[src/rtl/uart_tx_sched.sv]
// uart_tx_sched: round-robin arbiter for two byte requesters feeding one 8N1 UART transmitter
module uart_tx_sched #(
  parameter int CLKS_PER_BIT = 2604
) (
  input  logic       i_clk,
  input  logic       i_rst_n,
  input  logic       i_req0_valid,
  input  logic [7:0] i_req0_data,
  output logic       o_req0_ready,
  input  logic       i_req1_valid,
  input  logic [7:0] i_req1_data,
  output logic       o_req1_ready,
  output logic       o_tx,
  output logic       o_busy,
  output logic       o_grant
);
  localparam logic [1:0] ST_IDLE  = 2'd0;
  localparam logic [1:0] ST_START = 2'd1;
  localparam logic [1:0] ST_DATA  = 2'd2;
  localparam logic [1:0] ST_STOP  = 2'd3;
  localparam logic [11:0] LP_CNT_LAST = 12'(CLKS_PER_BIT - 1);
  logic [1:0]  r_state;
  logic [11:0] r_cnt;
  logic [2:0]  r_bit;
  logic [7:0]  r_shift;
  logic        r_last;
  logic        r_grant;
  logic        r_tx;
  logic        r_busy;
  logic        w_idle;
  logic        w_win0;
  logic        w_win1;
  logic        w_rdy0;
  logic        w_rdy1;
  logic        w_accept;
  logic        w_bit_end;
  logic [7:0]  w_sel_data;
  // Arbitration: a lone requester wins; on a tie the one not granted last wins
  always_comb begin
    w_idle     = (r_state == ST_IDLE);
    w_win0     = i_req0_valid & (~i_req1_valid | r_last);
    w_win1     = i_req1_valid & (~i_req0_valid | ~r_last);
    w_rdy0     = w_idle & i_rst_n & w_win0;
    w_rdy1     = w_idle & i_rst_n & w_win1;
    w_accept   = w_rdy0 | w_rdy1;
    w_sel_data = w_rdy1 ? i_req1_data : i_req0_data;
    w_bit_end  = (r_cnt == LP_CNT_LAST);
  end
  // Frame sequencer: START, eight LSB-first DATA bits, STOP, each CLKS_PER_BIT cycles
  always_ff @(posedge i_clk or negedge i_rst_n) begin
    if (!i_rst_n) begin
      r_state <= ST_IDLE;
      r_cnt   <= '0;
      r_bit   <= '0;
      r_shift <= '0;
      r_last  <= 1'b1;
      r_grant <= 1'b0;
      r_tx    <= 1'b1;
      r_busy  <= 1'b0;
    end else begin
      case (r_state)
        ST_IDLE: begin
          if (w_accept) begin
            r_shift <= w_sel_data;
            r_grant <= w_rdy1;
            r_last  <= w_rdy1;
            r_cnt   <= '0;
            r_tx    <= 1'b0;
            r_busy  <= 1'b1;
            r_state <= ST_START;
          end
        end
        ST_START: begin
          if (w_bit_end) begin
            r_cnt   <= '0;
            r_bit   <= '0;
            r_tx    <= r_shift[0];
            r_state <= ST_DATA;
          end else begin
            r_cnt <= r_cnt + 12'd1;
          end
        end
        ST_DATA: begin
          if (w_bit_end) begin
            r_cnt   <= '0;
            r_shift <= r_shift >> 1;
            if (r_bit == 3'd7) begin
              r_tx    <= 1'b1;
              r_state <= ST_STOP;
            end else begin
              r_bit <= r_bit + 3'd1;
              r_tx  <= r_shift[1];
            end
          end else begin
            r_cnt <= r_cnt + 12'd1;
          end
        end
        default: begin
          if (w_bit_end) begin
            r_cnt   <= '0;
            r_busy  <= 1'b0;
            r_state <= ST_IDLE;
          end else begin
            r_cnt <= r_cnt + 12'd1;
          end
        end
      endcase
    end
  end
  assign o_req0_ready = w_rdy0;
  assign o_req1_ready = w_rdy1;
  assign o_tx         = r_tx;
  assign o_busy       = r_busy;
  assign o_grant      = r_grant;
endmodule

[config.mk]
export PLATFORM = sky130hd
export DESIGN_NAME = uart_tx_sched
export DESIGN_NICKNAME = d
export VERILOG_FILES = /design/src/rtl/uart_tx_sched.sv
export SDC_FILE = /design/constraint.sdc
export NUM_CORES = 1
export LEC_CHECK = 0
export CORE_MARGIN = 8
export CORE_UTILIZATION = 35
export CTS_BUF_LIST = sky130_fd_sc_hd__clkbuf_16
export DETAILED_ROUTE_END_ITERATION = 10
export GPL_ROUTABILITY_DRIVEN = 0
export SETUP_SLACK_MARGIN = 0.02
export SYNTH_ARGS = -nofsm -noshare
export SYNTH_HDL_FRONTEND = slang
export SYNTH_SLANG_ARGS = --single-unit
[constraint.sdc]
create_clock -name i_clk -period 2 [get_ports i_clk]
set_input_delay 0.6 -clock i_clk [delete_from_list [all_inputs] [get_ports i_clk]]
set_output_delay 0.6 -clock i_clk [all_outputs]
set_load 0.03 [all_outputs]
# After elaboration in Yosys (flattened, before gate mapping)
# Index checks and enable logic that the tools add are counted.
[totals]
reg_bits = 29
in_bits = 20
out_inout_bits = 5
word_cells = 68
[op_classes]
n_addsub = 2
n_eq_ne = 9
n_mux = 25
bitwise_logic = 12
n_reduce_logical = 12
[ops]
columns = ["cell", "n"]
rows = [
  ["$mux W12", 3],
  ["$mux W8", 3],
  ["$pmux W8 S2", 1],
  ["$add A12 B1 Y12 const B", 1],
  ["$eq A12 B12 Y1 const B", 1],
  ["$mux W2", 5],
  ["$mux W3", 3],
  ["$ne A2 B2 Y1 const B", 4],
  ["$reduce_and A4 Y1", 2],
  ["$mux W1", 6],
  ["$pmux W2 S3", 1],
  ["$pmux W3 S2", 1],
  ["$reduce_and A3 Y1", 2],
  ["$reduce_bool A2 Y1", 3],
  ["$and A1 B1 Y1", 5],
  ["$reduce_and A5 Y1", 1],
  ["$not A1 Y1", 4],
  ["$add A3 B1 Y3 const B", 1],
  ["$eq A3 B3 Y1 const B", 1],
  ["$or A1 B1 Y1", 3],
  ["$pmux W1 S3", 1],
  ["$reduce_bool A3 Y1", 1],
  ["$eq A2 B1 Y1 const B", 1],
  ["$eq A2 B2 Y1 const B", 1],
  ["other kinds (5)", 5],
]

# Depth between registers and ports, before layout
# Gate-level depths: netlist of the first run.
[logic_depth]
ltp_word = 7
mapped_depth = 8
ltp_nobuf = 6

# Worst setup path after synthesis of the first run
# No wires, ideal clock.
[synth_path]
path_kind = "register to output"
from = "register r_state[0]"
to = "output o_req1_ready"
arrival_ns = 1.599
required_ns = 1.400
path_slack_ns = -0.199
path_stages_with_launch = 7
path_buffers = 2
path_cell_list = "dfrtp_1 -> inv_1 -> ha_1 -> clkbuf_1 -> nand3_1 -> clkbuf_1 -> nor2_1"
[synth_via]
elab_chain_len = 3
[synth_rtl]
columns = ["element", "line", "text"]
rows = [
  ["start, declared", "22", "logic [1:0] r_state;"],
  ["start signal, assigned", "52", "r_state <= ST_IDLE;"],
  ["start signal, assigned", "70", "r_state <= ST_START;"],
  ["start signal, assigned", "78", "r_state <= ST_DATA;"],
  ["$logic_not A2 Y1", "40", "w_idle = (r_state == ST_IDLE);"],
  ["via w_idle", "30", "logic w_idle;"],
  ["$and A1 B1 Y1 (2 in a row)", "44", "w_rdy1 = w_idle & i_rst_n & w_win1;"],
  ["end, declared", "12", "output logic o_req1_ready,"],
]
# The timed path passes the listed nets, and every way through them passes these cells.

# Worst setup path in the final report of the first run
[layout_path]
from = "input i_rst_n"
to = "output o_req0_ready"
[layout_via]
elab_chain_len = 2
[layout_rtl]
columns = ["element", "line", "text"]
rows = [
  ["start, declared", "6", "input logic i_rst_n,"],
  ["$and A1 B1 Y1 (2 in a row)", "43", "w_rdy0 = w_idle & i_rst_n & w_win0;"],
  ["end, declared", "9", "output logic o_req0_ready,"],
]
# No other way between the ends.

==> run metrics, run 1 <==
CP Data Required Time 1.40 ns; layer with the highest usage met2; routed vias 1616; Die Wd 86.9 µm; CTS tree built; Mapped Avg Cell Area 9.27 µm²; Critical Path Start Type input pin; core area 4980 µm²; Primary FF master, synth dfrtp_1; Worst Hold Endpoint r_cnt[11]; # setup viols final 0; max-cap viol count 0; Async S/R FF share, synth 100%; maximum vdd ir drop 0.410 mV; fin crit period 1.94 ns; setup_tns 0 ns; register area share after synthesis 41.3%; static leakage just over 1 nW; yosys warns 0; Final Cell Area 2480 µm²; Reg2Reg Depth 7; Fin. Hold Viols 0; period utilization 96.9%; Area contributors post-synth dfrtp_1 (38%), mux2_2 (6.4%), o21ai_0 (6.0%), a31oi_1 (5.0%), ha_1 (5.0%); CP Max Fanout 4; number of antenna violations at the first check in global routing 0; fin cells 313; worst-skew pair later-pin latency 0.27 ns; hold slack between 0.4 and 0.5 ns; largest net degree at the start of global routing 24; share of layout cells above drive strength 1 28.0%; # DRC 0; Reg2Reg Setup Slack 0.11 ns; Initial Utilization 35.4%; Die H 86.9 µm; initial drt markers 56; GR Util met1 14.8%; clock skew 0.00558 ns; Root Buffer clkbuf_16; IO Count 25; global-route usage over all layers 12.5%; synth unique cells 38; Clock Tree Buf Depth 2; GRT met3 Usage 3.30%; Power Dens Cells 558 nW/µm²; clock sink total 29; Port Buffers 24; nets 269; status finished, final reports clean; Yosys top cell area share roughly two fifths; Core Util, Final about half; H-Tree Depth 2; grt total ovfl 0; maximum clock rate 516 MHz; post-synthesis net count ~220; Mapped Cells 190; vias in the first global route 1602; reg2reg end r_shift[0]; Worst EP arrival 1.34 ns; leading area contributor after synthesis dfrtp_1; area grow syn2layout 41.0%; 1st-pass router iterations 4; RSZ-0062 raised after global routing no; RR Startpoint r_state[0]; Via-to-Cell Ratio 5.16; global-route wire length before repair 7550 µm; Placed Area 2270 µm²; HP Start r_cnt[11]; fill count 465; CTS buffer count 5; Reg clk slew, reported paths ~0.050 ns; WHS Path Cells 1; register bit total from synthesis 29; Worst Path Class, Setup in -> out; Post-synth EDFFs 0; Crit. End Element primary output; most frequent cells after synthesis dfrtp_1 (27), o21ai_0 (21), nand2_1 (19); cts hold-fix bufs 0; met2 usage 21.6%; Hold WC Path Type reg -> reg; WL/cell 14.3 µm; Max Slew Vio Count 0; top-count cell post-synth dfrtp_1; total die area 7560 µm²; cell count after placement between 300 and 400; slew margin rel. 77.0%; Synth Cell Area around 1800 µm²; worst slew pin tran 0.343 ns; # rows 26; DPL Wire Length 3310 µm; # diodes 0; Routed Antenna Nets 0; final WL between 4000 and 5000 µm
==> worst max-delay path, cell delays in order <==
cell           delay [ns]
dlygate4sd2_1        0.24
buf_6                0.13
nand3_1              0.07
a21oi_2              0.15
buf_6                0.15
==> cell families after synthesis <==
family                   count (synthesis)  synth area share [%]
adder cells (fa/ha/maj)                  7                  4.97
buffers and inverters                   16                  3.84
multiplexers                            10                  6.39
AND/OR/NAND/NOR                         60                  19.0
AO/OA/AOI/OAI                           68                  24.4
flip-flops                              29                  41.3
==> cells in the final DEF, fill, tap and decap left out, types with 5 or more instances in the layout <==
| cell type | count |
|---|---|
| clkdlybuf4s50_1 | 18 |
| buf_4 | 27 |
| dfrtp_1 | 27 |
| o21ai_0 | 21 |
| mux2_2 | 9 |
| ha_1 | 5 |
| clkbuf_16 | 5 |
| inv_1 | 5 |
| nor2b_1 | 7 |
| a21oi_1 | 13 |
| a31oi_1 | 14 |
| a22o_1 | 5 |
| nand3_1 | 7 |
| nor2_1 | 6 |
| nand2_1 | 19 |
==> final cells by class <==
class	instances	area, µm²	area share (%)
tap	70	87.6	3.53
timing repair buffer	54	483	19.4
clock buffer	5	125	5.04
multi-input combinational	145	1020	41.1
sequential	29	728	29.3
clock inverter	3	12.5	0.504
inverter	7	26.3	1.06
==> power by group <==
part           switching (mW)  internal [mW]  leakage, nW
sequential            0.00431          0.596        0.344
combinational          0.0357         0.0527        0.610
clock                   0.248          0.448       0.0687
total                   0.288           1.10         1.02
==> routing by layer <==
| metal | up-vias | part of all wire [%] | wire, µm |
|---|---|---|---|
| met2 | 13 | 51 | 2290 |
| met5 | - | 0 | 0 |
| met4 | 0 | 0.89 | 40 |
| met1 | 785 | 44 | 1990 |
| met3 | 4 | 3.4 | 152 |
| li1 | 814 | - | - |
==> timing repair <==
action	CTS	global route
gates resized for setup	13	7
setup buffers	4	0
endpoints found under the setup margin	13	12
pin swaps	2	1
==> sequential cells by signal (all words and copies together), names as in the netlist <==
name,cells
r_cnt,12
r_shift,8
r_bit,3
r_state,2
o_busy,1
o_grant,1
o_tx,1
r_last,1
==> worst max-delay path by stage <==
stage / end / startpoint / cells after the start / slack (ns)
global route: r_shift[4] / r_state[0] / 7 / 0.02
CTS: r_state[1] / r_state[0] / 6 / 0.02
detailed placement: r_shift[0] / i_rst_n / 6 / -0.34
finish: o_req0_ready / i_rst_n / 5 / 0.06
global placement: o_req1_ready / i_rst_n / 5 / -0.33
floorplan: r_state[1] / r_state[0] / 6 / 0.03
==> stage by stage <==
stage,total power [mW],worst slack [ns]
floorplan,0.630,0.0260
global placement,0.696,-0.328
detailed placement,0.696,-0.345
CTS,1.40,0.0250
global route,1.44,0.0206
finish,1.39,0.0610
Note: power is estimated with default switching activity, not from simulation.
==> run 2: changes to the inputs <==
--- a/config.mk
+++ b/config.mk
@@ -14,3 +14,4 @@
 export SYNTH_ARGS = -nofsm -noshare
 export SYNTH_HDL_FRONTEND = slang
 export SYNTH_SLANG_ARGS = --single-unit
+export TNS_END_PERCENT = 30
==> constraint.sdc (replaced) <==
create_clock -name i_clk -period 2.2 [get_ports i_clk]
set_input_delay 0.66 -clock i_clk [delete_from_list [all_inputs] [get_ports i_clk]]
set_output_delay 0.66 -clock i_clk [all_outputs]
set_load 0.03 [all_outputs]
==> run metrics, run 2 (synthesis results as in run 1) <==
initial drt markers 73; # rows 26; WL/cell 14.7 µm; Design Power 1.26 mW; status finished, final reports clean; DPL Wire Length 3190 µm; RSZ-0062 raised after global routing yes; Root Buffer clkbuf_16; Port Buffers 24; static leakage 0.970 nW; # setup viols final 0; Core Util, Final 47.5%; slew margin rel. between 70% and 80%; Routed Antenna Nets 0; Largest Register r_cnt; Placed Area 2190 µm²; number of antenna violations at the first check in global routing 0; core area roughly 5000 µm²; 1st-pass router iterations 4; Die H 86.9 µm; CTS tree built; top flop regs r_cnt (12), r_shift (8), r_bit (3); Power Dens Cells 533 nW/µm²; Crit. End Element primary output; Fin. Hold Viols 0; clock sink total 29; routed vias 1585; total die area 7560 µm²; CP Max Fanout 2; cts hold-fix bufs 0; fin cells 303; Clock Tree Buf Depth 2; hold slack about 0.49 ns; max-cap viol count 0; worst slew pin tran roughly 0.34 ns; Hold WC Path Type reg -> reg; period utilization 96.5%; critical-path cell list clkdlybuf4s50_1; CP Data Required Time around 1.5 ns; # DRC 0; global-route usage over all layers between 10 and 15%; most frequent cells in the layout dfrtp_1 (26), o21ai_0 (21), nand2_1 (19), clkdlybuf4s50_1 (19), buf_4 (19); vias in the first global route roughly 1.6k; final WL 4450 µm; Final Cell Area ~2400 µm²; CTS buffer count 5; grt total ovfl 0; max reg flops 12; Crit-path slowest cell clkdlybuf4s50_1; Initial Utilization a little over a third; Max Slew Vio Count 0; worst-skew pair later-pin latency ~0.28 ns; maximum vdd ir drop 0.301 mV; nets 259; CP bufs+invs 1; fin crit period 2.12 ns; Crit path max-delay family buffers and inverters; Worst Path Class, Setup reg -> out; Critical Path Start Type register; Reg clk slew, reported paths 0.05 ns; clock skew between 0.007 and 0.008 ns; share of layout cells above drive strength 1 21.9%; global-route wire length before repair 7560 µm; maximum clock rate ~470 MHz; Worst EP arrival 1.46 ns; Largest stage delay, worst path approximately 0.66 ns; # diodes 0; IO Count 25; most common cell after layout, fill and taps aside dfrtp_1; H-Tree Depth 2; area grow syn2layout 34.3%; Via-to-Cell Ratio 5.23; largest net degree at the start of global routing 24; cell count after placement 293; Die Wd approximately 87 µm
run 2: cell count changes in the layout (fill, tap and decap cells not counted), sizes merged:
cell / before / now
clkdlybuf4s50: 18 / 19
clkinv: 3 / 1
inv: 7 / 9
dlygate4sd2: 4 / 3
buf: 32 / 22
run 2: path summary, 6_finish.rpt:
| kind | cells past startpoint | endpoint | start | slack (ns) |
|---|---|---|---|---|
| setup / recovery | 1 | o_tx | o_tx | 0.08 |
| hold / removal | 1 | r_cnt[11] | r_cnt[11] | 0.49 |
| setup reg to reg | 6 | r_state[1] | r_state[0] | 0.11 |
| hold reg to reg | 1 | r_cnt[11] | r_cnt[11] | 0.49 |
| max in group asynchronous | 3 | r_cnt[6] | i_rst_n | 1.38 |
| min in group asynchronous | 2 | r_state[1] | i_rst_n | 0.51 |
run 2: timing repair:
item | CTS | global route
pin swaps | 1 | 1
resized for setup | 8 | 1
endpoints found under the setup margin | 3 | 3
cloned | 0 | 0
buffers inserted | 0 | 2
run 2: routing by layer:
layer	up-vias	GRT usage, %	part of all wire (%)
met5	-	0	0
met3	7	3.30	5.8
met2	36	18.8	44
li1	798	-	-
met4	0	6.42	1.5
met1	744	16.7	48
run 2: power breakdown:
part	internal (mW)	switching, mW	total (mW)
registers	0.542	0.00386	0.546
logic	0.0472	0.0318	0.0789
clock network	0.405	0.230	0.635
run 2: cell type report:
type / instances / area (µm²)
Timing Repair Buffer: 44 / 402
Sequential cell: 29 / 729
Fill cell: 488 / 2610
Tap cell: 70 / 87.6
Clock inverter: 3 / 11.3
Inverter: 7 / 26.3
Clock buffer: 5 / 125
Multi-Input combinational cell: 145 / 985
run 2: metrics by stage:
stage          setup TNS, ns  setup slack [ns]
2_1_floorplan              0            0.0236
3_3_place_gp           -3.26            -0.291
3_5_place_dp           -3.40            -0.283
4_1_cts                    0            0.0382
5_1_grt                    0            0.0121
6_report                   0            0.0776
